===== config.mk =====
export PLATFORM = sky130hd
export DESIGN_NAME = pipe_stage_skid
export DESIGN_NICKNAME = d
export VERILOG_FILES = /design/src/rtl/pipe_pkg.sv /design/src/rtl/pipe_entry_reg.sv /design/src/rtl/pipe_stage_skid.sv
export SDC_FILE = /design/constraint.sdc
export NUM_CORES = 1
export LEC_CHECK = 0
export CORE_ASPECT_RATIO = 0.7
export CORE_MARGIN = 2
export CORE_UTILIZATION = 45
export DETAILED_ROUTE_END_ITERATION = 12
export GPL_ROUTABILITY_DRIVEN = 0
export PLACE_DENSITY = 0.83
export SYNTH_ARGS = -nofsm -noshare
export SYNTH_HDL_FRONTEND = slang
export SYNTH_SLANG_ARGS = --single-unit

===== constraint.sdc =====
create_clock -name clk_i -period 6.3 [get_ports clk_i]
set_clock_uncertainty 0.15 [all_clocks]
set_input_delay 0.63 -clock clk_i [delete_from_list [all_inputs] [get_ports clk_i]]
set_output_delay 0.63 -clock clk_i [all_outputs]
set_load 0.01 [all_outputs]

===== src/rtl/pipe_pkg.sv =====
// ============================================================================
// Module  : pipe_pkg
// Purpose : Shared types and constants for the skid-buffered pipeline stage.
// Rev     : 1.0  initial release
// ============================================================================
`default_nettype none

package pipe_pkg;

    localparam int XLEN       = 32;
    localparam int REG_ADDR_W = 5;

    typedef enum logic [1:0] {
        ST_EMPTY = 2'd0,
        ST_FULL  = 2'd1,
        ST_SKID  = 2'd2
    } pipe_state_t;

    // Number of held entries implied by a state.
    function automatic logic [1:0] state_occ(input pipe_state_t st);
        case (st)
            ST_FULL: state_occ = 2'd1;
            ST_SKID: state_occ = 2'd2;
            default: state_occ = 2'd0;
        endcase
    endfunction

endpackage

`default_nettype wire


===== src/rtl/pipe_entry_reg.sv =====
// ============================================================================
// Module  : pipe_entry_reg
// Purpose : Load-enabled ctrl/data/address entry register, async reset to 0.
// Rev     : 1.0  initial release
// ============================================================================
`default_nettype none

module pipe_entry_reg
    import pipe_pkg::*;
#(
    parameter int CTRL_W = 4,
    parameter int DATA_W = 2 * XLEN,
    parameter int ADDR_W = REG_ADDR_W
) (
    input  logic              clk_i,
    input  logic              rst_i,
    input  logic              load_i,
    input  logic [CTRL_W-1:0] ctrl_i,
    input  logic [DATA_W-1:0] data_i,
    input  logic [ADDR_W-1:0] rd_i,
    output logic [CTRL_W-1:0] ctrl_o,
    output logic [DATA_W-1:0] data_o,
    output logic [ADDR_W-1:0] rd_o
);

    logic [CTRL_W-1:0] ctrl_q;
    logic [DATA_W-1:0] data_q;
    logic [ADDR_W-1:0] rd_q;

    always_ff @(posedge clk_i or posedge rst_i) begin
        if (rst_i) begin
            ctrl_q <= '0;
            data_q <= '0;
            rd_q   <= '0;
        end else if (load_i) begin
            ctrl_q <= ctrl_i;
            data_q <= data_i;
            rd_q   <= rd_i;
        end
    end

    assign ctrl_o = ctrl_q;
    assign data_o = data_q;
    assign rd_o   = rd_q;

endmodule

`default_nettype wire


===== src/rtl/pipe_stage_skid.sv =====
// ============================================================================
// Module  : pipe_stage_skid
// Purpose : Valid/ready pipeline stage register with a 2-entry skid buffer.
// Rev     : 1.0  initial release
// ============================================================================
`default_nettype none

module pipe_stage_skid
    import pipe_pkg::*;
#(
    parameter int CTRL_W    = 4,
    parameter int DATA_W    = 2 * XLEN,
    parameter int ADDR_W    = REG_ADDR_W,
    parameter bit ZERO_CTRL = 1'b1
) (
    input  logic              clk_i,
    input  logic              rst_i,
    input  logic              flush_i,
    input  logic              stall_i,
    input  logic              in_valid_i,
    output logic              in_ready_o,
    input  logic [CTRL_W-1:0] in_ctrl_i,
    input  logic [DATA_W-1:0] in_data_i,
    input  logic [ADDR_W-1:0] in_rd_i,
    output logic              out_valid_o,
    input  logic              out_ready_i,
    output logic [CTRL_W-1:0] out_ctrl_o,
    output logic [DATA_W-1:0] out_data_o,
    output logic [ADDR_W-1:0] out_rd_o,
    output logic [1:0]        occ_o
);

    pipe_state_t state_q, state_d;
    logic        in_ready_q;
    logic        out_valid_q;
    logic [1:0]  occ_q;

    logic        in_fire;
    logic        out_fire;
    logic        main_load;
    logic        skid_load;
    logic        main_from_skid;

    logic [CTRL_W-1:0] main_ctrl_d, main_ctrl, skid_ctrl;
    logic [DATA_W-1:0] main_data_d, main_data, skid_data;
    logic [ADDR_W-1:0] main_rd_d,   main_rd,   skid_rd;

    assign in_fire  = in_valid_i & in_ready_q;
    assign out_fire = out_valid_q & out_ready_i & ~stall_i;

    always_comb begin
        state_d        = state_q;
        main_load      = 1'b0;
        skid_load      = 1'b0;
        main_from_skid = 1'b0;
        // Flush drops everything, including a beat accepted this same cycle.
        if (flush_i) begin
            state_d = ST_EMPTY;
        end else begin
            case (state_q)
                ST_EMPTY: begin
                    if (in_fire) begin
                        state_d   = ST_FULL;
                        main_load = 1'b1;
                    end
                end
                ST_FULL: begin
                    if (in_fire && out_fire) begin
                        main_load = 1'b1;
                    end else if (in_fire) begin
                        state_d   = ST_SKID;
                        skid_load = 1'b1;
                    end else if (out_fire) begin
                        state_d   = ST_EMPTY;
                    end
                end
                ST_SKID: begin
                    if (out_fire) begin
                        state_d        = ST_FULL;
                        main_load      = 1'b1;
                        main_from_skid = 1'b1;
                    end
                end
                default: state_d = ST_EMPTY;
            endcase
        end
    end

    // Handshake outputs are registered from the next state so out_ready_i
    // and stall_i never reach in_ready_o combinationally.
    always_ff @(posedge clk_i or posedge rst_i) begin
        if (rst_i) begin
            state_q     <= ST_EMPTY;
            in_ready_q  <= 1'b1;
            out_valid_q <= 1'b0;
            occ_q       <= 2'd0;
        end else begin
            state_q     <= state_d;
            in_ready_q  <= (state_d != ST_SKID);
            out_valid_q <= (state_d != ST_EMPTY);
            occ_q       <= state_occ(state_d);
        end
    end

    assign main_ctrl_d = main_from_skid ? skid_ctrl : in_ctrl_i;
    assign main_data_d = main_from_skid ? skid_data : in_data_i;
    assign main_rd_d   = main_from_skid ? skid_rd   : in_rd_i;

    pipe_entry_reg #(
        .CTRL_W (CTRL_W),
        .DATA_W (DATA_W),
        .ADDR_W (ADDR_W)
    ) u_main (
        .clk_i  (clk_i),
        .rst_i  (rst_i),
        .load_i (main_load),
        .ctrl_i (main_ctrl_d),
        .data_i (main_data_d),
        .rd_i   (main_rd_d),
        .ctrl_o (main_ctrl),
        .data_o (main_data),
        .rd_o   (main_rd)
    );

    pipe_entry_reg #(
        .CTRL_W (CTRL_W),
        .DATA_W (DATA_W),
        .ADDR_W (ADDR_W)
    ) u_skid (
        .clk_i  (clk_i),
        .rst_i  (rst_i),
        .load_i (skid_load),
        .ctrl_i (in_ctrl_i),
        .data_i (in_data_i),
        .rd_i   (in_rd_i),
        .ctrl_o (skid_ctrl),
        .data_o (skid_data),
        .rd_o   (skid_rd)
    );

    generate
        if (ZERO_CTRL) begin : g_ctrl_mask
            assign out_ctrl_o = out_valid_q ? main_ctrl : '0;
        end else begin : g_ctrl_raw
            assign out_ctrl_o = main_ctrl;
        end
    endgenerate

    assign in_ready_o  = in_ready_q;
    assign out_valid_o = out_valid_q;
    assign out_data_o  = main_data;
    assign out_rd_o    = main_rd;
    assign occ_o       = occ_q;

endmodule

`default_nettype wire


==> impl_results.md <==
* Outcome: finished, final reports clean
* Net switching power at 0.928 mW
* Pin count of the biggest net entering global routing at 99
* Rows at 38
* H-tree depth at 4
* Crit path kind: primary input to flop
* WL final at 19800 um
* Async S/R FF share, synth at 100%
* Initial antenna violation count at 0
* Via Count at 5873
* Share of cells above drive strength 1 at ~16%
* Fraction of synthesized area in multiplexers at 11.9%
* #FFs+latches synth at 152
* Post-CTS setup buffer count at 0
* RSZ-0062 raised after global routing: no
* Routed length per instance at 21.0 um
* Clock tree from TritonCTS: yes
* Synth Area per Inst at about 11 sq um
* Xor-xnor portion of the synthesized cell area at 0%
* Diodes inserted at 0
* Clock insertion delay at the later pin of the skew report at around 0.42 ns
* Fillers at 1201
* Final Util at 59.8%
* Worst r2r dst: u_main.data_o[39]$_DFFE_PP0P_
* Slew Limit Headroom at 7.52%
* Clock power frac at 33.2%
* Die width at 154 um
* WP data required at approximately 6.4 ns
* Crit path launch type: primary input
* CP Max Fanout at 75
* Sequence of cells on the critical path: clkdlybuf4s50_1, and4bb_4, a21boi_4, buf_4, o211ai_1
* Placed cells at slightly above 900
* Final cell count without fillers at approximately 940
* Final setup violation count at 0
* CTS Hold Buffers Added at 0
* Reg2reg start: in_ready_o$_DFF_PP1_
* Final hold slack at 0.347 ns
* Register share of total power at between 40% and 50%
* Setup slack after layout at 2.24 ns
* Switching Share at 27.0%
* Final min period at roughly 4.1 ns
* Worst-path clk slew at roughly 0.060 ns
* Io pins at 156
* Largest stage delay, worst path at 1.17 ns
* Synth Area in Compound Gates at between 20% and 30%
* Initial Utilization at 45.8%
* R2R setup slack at 2.63 ns
* Drt pass-1 iters at 5
* Number of buffers created by CTS at 17
* Core area at 0.0154 sq mm
* Crit path max-delay family: compound AO/OA/AOI/OAI gates
* Cells after synthesis at slightly above 600
* Max-slew violation count at 0
* Crit path DAT at 4.18 ns
* Worst reg2reg path depth at 4
* Largest family of logic cells by synthesized area: compound AO/OA/AOI/OAI gates
* Crit-path slowest cell: a21boi_4
* Post-synthesis adder-cell area fraction at 0%
* Simple-Gate Fraction of Synth Area at 6.97%
* Min-delay worst type: flop to flop
* Synthesized Nets at 697
* Uppermost layer routed: met4
* Logic pwr share at a little under a quarter
* Syn. warnings at 0
* Max clock buf depth at 2
* Min-delay src: u_skid.data_o[21]$_DFFE_PP0P_
* HPWL Detailed at about 12000 um
* Met1 wire length at 8490 um
* Final ANT Viol Nets at 0
* Pleak at 3.48 nW
* Final net count at 806
* Vias in the first global route at 6054
* Total power draw at roughly 3.4 mW
* Resized cells post-CTS at 0
* Via-per-instance ratio at 6.25
* EDFF count, synth at 0
* Register area share after synthesis at 53.9%
* IO buf count at 155
* Worst slack at placement at 1.81 ns
* Routed met3 length at 1830 um
* CTS Sinks at 152
* Most used flip-flop cell after synthesis: dfrtp_1
* Fmax at 246 MHz
* Maximum vdd drop at 184 uV
* Die ar. at 0.0167 sq mm
* GR Util All Layers at 23.7%
* Number of buffers and inverters on the critical path at 2
* Hold endpoint: u_skid.data_o[21]$_DFFE_PP0P_
* Remaining global-route overflow at 0
* Placed cell areas at between 0.008 and 0.009 sq mm
* Final Cell Area at 0.00922 sq mm
* DRC errors left at 0
* Root buffer cell: clkbuf_16
* Cells on Worst Hold Path at 1
* Area grow syn2layout at 30.7%
* First-pass GRT wire length at 31500 um
* Synthesized cell area at 0.00705 sq mm
* Power Dens Cells at 373 mW/mm^2
* Synth cell types at 34
* Critical path capture point type: flop
* TNS Setup at 0 ns
* Initial DRC Count at 520
* Cell Int Power at 2.51 mW
* Hold Vio Cnt, Final at 0
* DR WL met2 at 9190 um
* Max-cap violations at 0
* Period utilisation layout at 64.5%
* Die height at 109 um
* Worst Max-Slew Pin Slew at around 1.4 ns
-- layout make-up --
| class | instances | area [sq um] | area share (%) |
|---|---|---|---|
| flip-flops and latches | 152 | 3800 | 41.3 |
| multi-input cells | 391 | 2880 | 31.3 |
| repair buffers | 163 | 1610 | 17.5 |
| clock buffers | 20 | 437 | 4.74 |
| well taps | 200 | 250 | 2.71 |
| clock inverters | 11 | 220 | 2.39 |
| inverters | 2 | 12.5 | 0.136 |
-- layer usage --
layer	GRT usage, %	vias to the layer above
li1	-	2564
met1	32.6	2964
met2	36.9	319
met3	6.20	26
met4	8.39	0
met5	0	-
-- sequential cells by signal, summed over array words and instances, names as in the netlist --
| signal | flops |
|---|---|
| u_main.data_o | 64 |
| u_skid.data_o | 64 |
| u_main.rd_o | 5 |
| u_skid.rd_o | 5 |
| u_main.ctrl_o | 4 |
| u_skid.ctrl_o | 4 |
| occ_o | 2 |
| state_q | 2 |
| in_ready_o | 1 |
| out_valid_o | 1 |
-- cell usage after synthesis, types with 2 or more instances --
cell type  number  area [sq um]
dfrtp_1       151          3780
o211ai_1      146          1100
nand3_1        75           375
o21ai_0        73           365
mux2_2         66           743
clkbuf_1       38           143
buf_2          14          70.1
buf_4           8          60.1
buf_1           6          22.5
and2_1          4          25.0
buf_6           4          45.0
mux2_4          4          60.1
a211oi_1        3          22.5
clkbuf_8        3          41.3
mux2_1          3          33.8
a31oi_1         2          12.5
-- cell families after synthesis --
group / count (synthesis)
flip-flops: 152
AND/OR/NAND/NOR: 90
AO/OA/AOI/OAI: 228
buffers and inverters: 75
multiplexers: 73
-- worst max-delay path by stage --
stage | from | to | slack, ns | cells after the start
finish | flush_i | u_main.data_o[39]$_DFFE_PP0P_ | 2.24 | 5
global route | flush_i | u_main.data_o[16]$_DFFE_PP0P_ | 2.05 | 5
CTS | flush_i | u_main.data_o[39]$_DFFE_PP0P_ | 2.25 | 5
detailed placement | flush_i | u_main.data_o[28]$_DFFE_PP0P_ | 1.81 | 5
global placement | flush_i | u_main.data_o[11]$_DFFE_PP0P_ | 1.98 | 5
floorplan | rst_i | occ_o[0]$_DFF_PP0_ | 1.43 | 1
-- cell usage in the layout (no fill, tap or decap), drive strengths merged --
master         count
dfstp              1
and2               4
clkbuf            20
or2                1
a31oi              2
clkinv             3
and3b              1
nand2              1
inv                4
dfrtp            151
bufinv             6
nand3             76
or3                1
nor3b              1
buf                8
clkdlybuf4s50    155
o21ai             73
nor2b              1
o22a               1
a21boi             1
mux2              73
a211oi             3
o211ai           146
and4bb             1
nand3b             1
or3b               1
a221oi             1
nand2b             1
a211o              1
-- power by group through the flow --
stage	Clock [mW]	Combinational, mW	Sequential [mW]
2_1_floorplan	0	0.403	1.48
3_3_place_gp	0	0.795	1.46
3_5_place_dp	0	0.826	1.48
4_1_cts	1.15	0.832	1.47
5_1_grt	1.20	0.895	1.50
6_report	1.14	0.825	1.47
Note: power is estimated with default switching activity, not from simulation.
